$ cat config.mk
export PLATFORM = sky130hd
export DESIGN_NAME = vga_sync_gen
export DESIGN_NICKNAME = d
export VERILOG_FILES = /design/src/rtl/vga_pkg.sv /design/src/rtl/vga_axis_counter.sv /design/src/rtl/vga_sync_gen.sv
export SDC_FILE = /design/constraint.sdc
export NUM_CORES = 1
export LEC_CHECK = 0
export ABC_AREA = 1
export CAP_MARGIN = 25
export CORE_UTILIZATION = 41
export DETAILED_ROUTE_END_ITERATION = 16
export PLACE_DENSITY = 0.68
export SYNTH_ARGS = -nofsm -noshare
export SYNTH_HDL_FRONTEND = slang
export SYNTH_SLANG_ARGS = --single-unit
export TNS_END_PERCENT = 30
$ cat constraint.sdc
create_clock -name clock -period 1.8 [get_ports clock]
set_input_delay 0.36 -clock clock [delete_from_list [all_inputs] [get_ports clock]]
set_output_delay 0.36 -clock clock [all_outputs]
set_load 0.005 [all_outputs]
$ cat src/rtl/vga_pkg.sv
// Shared VGA timing: default 640x480 geometry, derived totals and sync windows,
// plus the coordinate type used by both axis counters.
package vga_pkg;

   localparam int COORD_W = 10;
   typedef logic [COORD_W-1:0] coord_t;

   localparam int H_VISIBLE_D = 640;
   localparam int H_FRONT_D   = 24;
   localparam int H_SYNC_D    = 40;
   localparam int H_BACK_D    = 128;
   localparam int H_TOTAL_D   = H_VISIBLE_D + H_FRONT_D + H_SYNC_D + H_BACK_D;
   localparam int H_SYNC_LO_D = H_VISIBLE_D + H_FRONT_D;
   localparam int H_SYNC_HI_D = H_SYNC_LO_D + H_SYNC_D;

   localparam int V_VISIBLE_D = 480;
   localparam int V_FRONT_D   = 9;
   localparam int V_SYNC_D    = 3;
   localparam int V_BACK_D    = 28;
   localparam int V_TOTAL_D   = V_VISIBLE_D + V_FRONT_D + V_SYNC_D + V_BACK_D;
   localparam int V_SYNC_LO_D = V_VISIBLE_D + V_FRONT_D;
   localparam int V_SYNC_HI_D = V_SYNC_LO_D + V_SYNC_D;

   // Half-open window test [lo, hi) used for sync pulse decode.
   function automatic logic in_window(input coord_t val, input coord_t lo, input coord_t hi);
      return (val >= lo) && (val < hi);
   endfunction

endpackage

$ cat src/rtl/vga_axis_counter.sv
// One timing axis: wrapping counter with terminal-count flag and sync-window decode.
module vga_axis_counter
   import vga_pkg::*;
#(
   parameter coord_t LAST    = coord_t'(H_TOTAL_D - 1),
   parameter coord_t SYNC_LO = coord_t'(H_SYNC_LO_D),
   parameter coord_t SYNC_HI = coord_t'(H_SYNC_HI_D)
) (
   input  logic   clock,
   input  logic   resetb,
   input  logic   advance,
   output coord_t count,
   output logic   wrap,
   output logic   in_sync
);

   coord_t count_r;

   // Axis position: steps on advance, returns to zero after LAST.
   always_ff @(posedge clock or negedge resetb) begin
      if (!resetb) begin
         count_r <= '0;
      end else if (advance) begin
         count_r <= (count_r == LAST) ? '0 : count_r + coord_t'(1);
      end else begin
         count_r <= count_r;
      end
   end

   assign count   = count_r;
   assign wrap    = (count_r == LAST);
   assign in_sync = in_window(count_r, SYNC_LO, SYNC_HI);

endmodule

$ cat src/rtl/vga_sync_gen.sv
// VGA raster timing generator: x/y counters, registered active-low syncs and
// blanked pixel output, one pixel_ce tick behind the counters.
module vga_sync_gen
   import vga_pkg::*;
#(
   parameter int H_VISIBLE = H_VISIBLE_D,
   parameter int H_FRONT   = H_FRONT_D,
   parameter int H_SYNC    = H_SYNC_D,
   parameter int H_BACK    = H_BACK_D,
   parameter int V_VISIBLE = V_VISIBLE_D,
   parameter int V_FRONT   = V_FRONT_D,
   parameter int V_SYNC    = V_SYNC_D,
   parameter int V_BACK    = V_BACK_D
) (
   input  logic       clock,
   input  logic       resetb,
   input  logic       pixel_ce,
   input  logic [2:0] rgb_in,
   output logic [9:0] x,
   output logic [9:0] y,
   output logic       active,
   output logic       hsync,
   output logic       vsync,
   output logic [2:0] rgb,
   output logic       line_start,
   output logic       frame_start
);

   localparam int     H_TOTAL   = H_VISIBLE + H_FRONT + H_SYNC + H_BACK;
   localparam int     V_TOTAL   = V_VISIBLE + V_FRONT + V_SYNC + V_BACK;
   localparam coord_t H_LAST    = coord_t'(H_TOTAL - 1);
   localparam coord_t V_LAST    = coord_t'(V_TOTAL - 1);
   localparam coord_t H_SYNC_LO = coord_t'(H_VISIBLE + H_FRONT);
   localparam coord_t H_SYNC_HI = coord_t'(H_VISIBLE + H_FRONT + H_SYNC);
   localparam coord_t V_SYNC_LO = coord_t'(V_VISIBLE + V_FRONT);
   localparam coord_t V_SYNC_HI = coord_t'(V_VISIBLE + V_FRONT + V_SYNC);
   localparam coord_t H_VIS_END = coord_t'(H_VISIBLE);
   localparam coord_t V_VIS_END = coord_t'(V_VISIBLE);

   coord_t     x_s;
   coord_t     y_s;
   logic       h_wrap_s;
   logic       v_wrap_s;
   logic       h_in_sync_s;
   logic       v_in_sync_s;
   logic       v_advance_s;
   logic       active_s;
   logic       hsync_r;
   logic       vsync_r;
   logic [2:0] rgb_r;

   vga_axis_counter #(
      .LAST    (H_LAST),
      .SYNC_LO (H_SYNC_LO),
      .SYNC_HI (H_SYNC_HI)
   ) u_h_axis (
      .clock   (clock),
      .resetb  (resetb),
      .advance (pixel_ce),
      .count   (x_s),
      .wrap    (h_wrap_s),
      .in_sync (h_in_sync_s)
   );

   // The vertical axis only moves on the tick that ends a line.
   assign v_advance_s = pixel_ce & h_wrap_s;

   vga_axis_counter #(
      .LAST    (V_LAST),
      .SYNC_LO (V_SYNC_LO),
      .SYNC_HI (V_SYNC_HI)
   ) u_v_axis (
      .clock   (clock),
      .resetb  (resetb),
      .advance (v_advance_s),
      .count   (y_s),
      .wrap    (v_wrap_s),
      .in_sync (v_in_sync_s)
   );

   assign active_s = (x_s < H_VIS_END) && (y_s < V_VIS_END);

   // Capture sync and blanked colour for the pixel the counters point at.
   always_ff @(posedge clock or negedge resetb) begin
      if (!resetb) begin
         hsync_r <= 1'b1;
         vsync_r <= 1'b1;
         rgb_r   <= 3'b000;
      end else if (pixel_ce) begin
         hsync_r <= ~h_in_sync_s;
         vsync_r <= ~v_in_sync_s;
         rgb_r   <= active_s ? rgb_in : 3'b000;
      end else begin
         hsync_r <= hsync_r;
         vsync_r <= vsync_r;
         rgb_r   <= rgb_r;
      end
   end

   assign x           = x_s;
   assign y           = y_s;
   assign active      = active_s;
   assign hsync       = hsync_r;
   assign vsync       = vsync_r;
   assign rgb         = rgb_r;
   assign line_start  = v_advance_s;
   assign frame_start = v_advance_s & v_wrap_s;

endmodule

======== Yosys cells after proc, flatten, opt, wreduce, memory -nomap -nowiden ========
Index checks and enable logic that the tools add are counted.
W data, S select, Z words.
cells by class
  $add $sub $neg .......................... 2
  order comparisons ....................... 6
  equality and inequality tests ........... 2
  muxes and demuxes ....................... 3
  bitwise operators ....................... 4
  reduce and logical (&&, ||, !) cells .... 3
operator list
  kind                     number
  $add A10 B1 Y10 const B  2
  $eq A10 B10 Y1 const B   2
  $lt A10 B10 Y1 const B   2
  $lt A10 B9 Y1 const B    2
  $mux W10                 2
  $ge A10 B10 Y1 const B   1
  $ge A10 B9 Y1 const B    1
  $logic_and A1 B1 Y1      3
  $mux W3                  1
  $and A1 B1 Y1            2
  $not A1 Y1               2
storage, ports and cells
  bits in registers ....................... 25
  output and inout bits ................... 28

======== Depth between registers and ports, before layout ========
  depth after elaboration ................. 3
  mapped depth ............................ 9
  depth with buffers taken out ............ 9

======== By module ========
A second synthesis with hierarchy kept.
second synthesis, totals
  cell total of the unflattened synthesis .. 205
  area total of the unflattened synthesis .. 1,467.7 um^2
by module, submodules not included
  module                       times used  cells an instance  area an instance (um^2)
  vga_axis_counter (u_v_axis)  1           94                 639.4
  vga_axis_counter (u_h_axis)  1           76                 571.8
  vga_sync_gen                 1           35                 256.5

======== Worst setup path after synthesis ========
Ideal clock, no wire load.
  kind .................................... reg-to-output
  start point ............................. reg u_h_axis.count_r[0], in the netlist u_h_axis.count[0]
  end point ............................... out frame_start
  arrival time ............................ 1,259 ps
  required time ........................... 1,440 ps
  path slack .............................. 181 ps
  stages on the path, launching flop included .. 9
  buffers on the path ..................... 1
  cell sequence ........................... dfrtp_1 > ha_1 > nand2_1 > nor2_4 > nand2_4 > inv_2 > nand2_2 > buf_6 > nor2_1
between the ends
  cells in the longest elaborated chain, start to end .. 3
ends and longest elaborated chain
  element                 line                    text
  from (decl)             vga_axis_counter.sv:17  coord_t count_r;
  from (signal assigned)  vga_axis_counter.sv:24  count_r <= (count_r == LAST) ? '0 : count_r + coord_t'(1);
  from (signal assigned)  vga_axis_counter.sv:26  count_r <= count_r;
  $eq A10 B10 Y1          vga_axis_counter.sv:31  assign wrap = (count_r == LAST);
  $and A1 B1 Y1           vga_sync_gen.sv:66      assign v_advance_s = pixel_ce & h_wrap_s;
  $and A1 B1 Y1           vga_sync_gen.sv:107     assign frame_start = v_advance_s & v_wrap_s;
  to (decl)               vga_sync_gen.sv:26      output logic frame_start
No other way between the ends.

======== Worst setup path in the final report ========
Ends and elaborated chain as after synthesis.

==> reports/results.md <==
| Item | Value | Unit |
| --- | --- | --- |
| Run status | finished, violations left | - |
| Violated checks | negative setup slack | - |
| Sum of overflow across all layers after global routing | 0 | - |
| Worst EP required | 1.44 | ns |
| Crit path launch type | register | - |
| GRT Util Overall | 21.8 | % |
| Synth cell count leaders | nand2_1, nor2_1, dfrtp_1 | - |
| Sw frac | 32.1 | % |
| Setup repair after global routing missed its margin | true | - |
| Post-synth EDFFs | 0 | - |
| Share of total power in the clock network | 17.0 | % |
| Area share of the largest cell type after synthesis | 40.0 | % |
| Synthesized instance count | 185 | - |
| Overall via count from detail_route | 1451 | - |
| Number of nets in the layout | 276 | - |
| Internal cell power | 1090 | µW |
| Core Util, Final | 65.5 | % |
| Met3 GRT Util | 2.10 | % |
| Power density of the placed cells | 730 | nW/µm² |
| Number of ports placed on the die boundary | 34 | - |
| Slack of the worst reg-to-reg path | 0.18 | ns |
| Total area of sequential cells | 629 | µm² |
| Largest net degree at the start of global routing | 26 | - |
| H-tree levels | 1 | - |
| Source-to-sink clock delay at the later pin of the worst-skew pair | 0.34 | ns |
| Clock buffer depth | 2 | - |
| Area Growth Syn to Fin | 52.9 | % |
| Global-route track usage on met1 | 31.1 | % |
| Total Routed Length | 3710 | µm |
| Net switching power | 516 | µW |
| Wire length of the first global-routing pass | 5910 | µm |
| Count of different cell masters after synthesis | 29 | - |
| Cell row count | 21 | - |
| Share of total power in sequential cells | 43.1 | % |
| Hold slack final | 0.356 | ns |
| First-pass detailed-route iteration total | 4 | - |
| Clock skew | 0.0151 | ns |
| Antenna violation net count after detailed routing | 0 | - |
| Clock root buffer | clkbuf_4 | - |
| TritonCTS buffer count | 3 | - |
| Endpoint class of the critical path | primary output | - |
| Measured slew at the worst slew-check pin | 0.327 | ns |
| Data arrival time of the critical path | 1.47 | ns |
| Syn. warnings | 0 | - |
| Critical path fanouts, max | 2 | - |
| Fillers | 317 | - |
| Area of the mapped netlist | 1440 | µm² |
| Detailed-route DRC error count | 0 | - |
| # port buffers | 33 | - |
| Final setup violation count | 2 | - |
| Biggest area contributors in the synthesized netlist | dfrtp_1, nand2_1, nor2_1, inv_1, nand3_1 | - |
| Hold buffer count at CTS | 0 | - |
| Weighted congestion at the end of routability-driven global placement | 0.839 | - |
| TritonCTS clock tree | built | - |
| Leakage | 0.00117 | µW |
| Routed len/inst | 11.9 | µm |
| Final Hold Vio Count | 0 | - |
| Drt initial violations | 60 | - |
| Net count of the mapped netlist | 195 | - |
| Post-synth top area cell | dfrtp_1 | - |
| Number of storage elements in the synthesis netlist | 25 | - |
| Most congested layer reported by global routing | met2 | - |
| Primary flip-flop cell chosen by synthesis mapping | dfrtp_1 | - |
| Most common cell in the synthesized netlist | nand2_1 | - |
| Die height | 61.3 | µm |
| Die Outline Area | 3750 | µm² |
| Combinational cell fraction of total power | 39.9 | % |
| Worst ir drop on vdd | 0.000603 | V |
| Diode insertion count for antenna repair | 0 | - |
| Area of the multi-input gates | 717 | µm² |
| Max-cap violation count | 0 | - |
| Die width | 61.3 | µm |
| M2 GR Usage | 34.0 | % |
| Worst Hold Class | in -> async | - |
| Non-Filler Cell Area, Final | 2200 | µm² |
| Initial cell density of the core | 42.8 | % |
| Number of antenna violations at the first check in global routing | 0 | - |
| Fraction of layout cells with a size suffix above 1 | 26.4 | % |
| Final setup slack of the worst path | -0.0272 | ns |
| Path type of the worst setup path | reg -> out | - |
| Number of global-route vias before repair | 1331 | - |
| Vias/cell | 4.67 | - |
| Rel. slew slack | 78.2 | % |
| Clock period minus final worst setup slack | 1.83 | ns |
| Max-slew violation count | 0 | - |
| Core area | 3360 | µm² |
| Post-synthesis area per instance | 7.78 | µm² |
| CTS sink count | 25 | - |
| Post-placement cell area | 2090 | µm² |
| Post-route fraction of the period consumed by the critical path | 102 | % |
| Detail Placement HPWL | 2770 | µm |
| Highest Clock Rate | 0.547 | GHz |
| Async S/R FF share, synth | 100 | % |
| Part of the Yosys area used for sequential elements | 43.6 | % |
| Clock transition at the registers of the reported paths | 0.15 | ns |
==> repair_timing <==
action,CTS,global route
setup buffers,4,4
pin swaps,6,5
gates resized for setup,17,10
endpoints found under the setup margin,4,10
==> power by group through the flow <==
stage                     sequential, µW  clock, µW  combinational, µW
after CTS                            694        278                628
after global routing                 704        307                701
final                                693        273                642
after floorplan                      744          0                201
after global placement               699          0                591
after detailed placement             703          0                601
==> metrics by stage <==
step | TNS (ns) | instances | total power [µW] | worst slack (ns)
5_1_grt | -0.302 | 311 | 1710 | -0.150
3_3_place_gp | -0.850 | 299 | 1290 | -0.423
4_1_cts | -0.156 | 307 | 1600 | -0.0788
6_report | -0.0393 | 311 | 1610 | -0.0272
3_5_place_dp | -0.851 | 299 | 1300 | -0.427
2_1_floorplan | 0 | 185 | 945 | 0.181
==> per-layer routing <==
metal	part of all wire, %	vias to the layer above
li1	-	755
met1	50	661
met2	45	30
met3	3.2	5
met4	1.6	0
met5	0	-
==> cell families (layout without fill, tap and decap cells) <==
| group | after synthesis | count (layout) | share of synthesized area [%] |
|---|---|---|---|
| AOI/OAI and AO/OA | 18 | 18 | 6.86 |
| and+or+nand+nor | 108 | 108 | 35.9 |
| adders and majority gates | 4 | 4 | 3.48 |
| DFF | 25 | 25 | 43.6 |
| buffers and inverters | 25 | 105 | 7.12 |
| xor gates and xnor gates | 5 | 5 | 3.04 |
==> placed cells by master, fill, tap and decap left out, types with 2 or more instances in the layout <==
cell              n
a21oi_1           8
xor2_1            4
ha_1              3
o21ai_0           7
inv_1            19
dfstp_2           2
nand2_2           3
nand2_1          44
clkdlybuf4s50_1  24
buf_6             4
dfrtp_1          22
nor3_1            4
nor2_1           27
nor2_4            3
nand3_1          13
dlymetal6s2s_1    6
clkbuf_4          3
and3_1            2
buf_2             2
buf_4            42
nand4_1           5
inv_2             3
==> sequential cells by signal, summed over array words and instances (netlist names) <==
register        count
u_h_axis.count     10
u_v_axis.count     10
rgb                 3
vsync               1
hsync               1
==> area by class of cell <==
cell class | count | share of cell area, %
timing repair buffer | 78 | 31.1
inverter | 23 | 3.92
clock buffer | 4 | 1.19
tap | 46 | 2.61
multi-input combinational | 135 | 32.6
sequential | 25 | 28.6
==> critical path, cell delays in order (launching register included) <==
cell and delay, ns:
dfrtp_1 0.38, ha_2 0.19, nand2_2 0.08, nor2_4 0.11, nand2_4 0.06, inv_2 0.06
nand2_2 0.06, nor2_2 0.09, buf_2 0.11
==> path summary, 6_finish.rpt <==
| check | startpoint | end | depth (start not counted) |
|---|---|---|---|
| max in group asynchronous | resetb | hsync | 2 |
| worst max-delay path | u_h_axis.count[0] | frame_start | 8 |
| worst min-delay path | resetb | u_v_axis.count[3] | 2 |
| worst min register to register | rgb[1] | rgb[1] | 2 |
| worst max register to register | u_h_axis.count[0] | u_v_axis.count[4] | 10 |
| min in group clock | rgb[1] | rgb[1] | 2 |
Note: power is estimated with default switching activity, not from simulation.
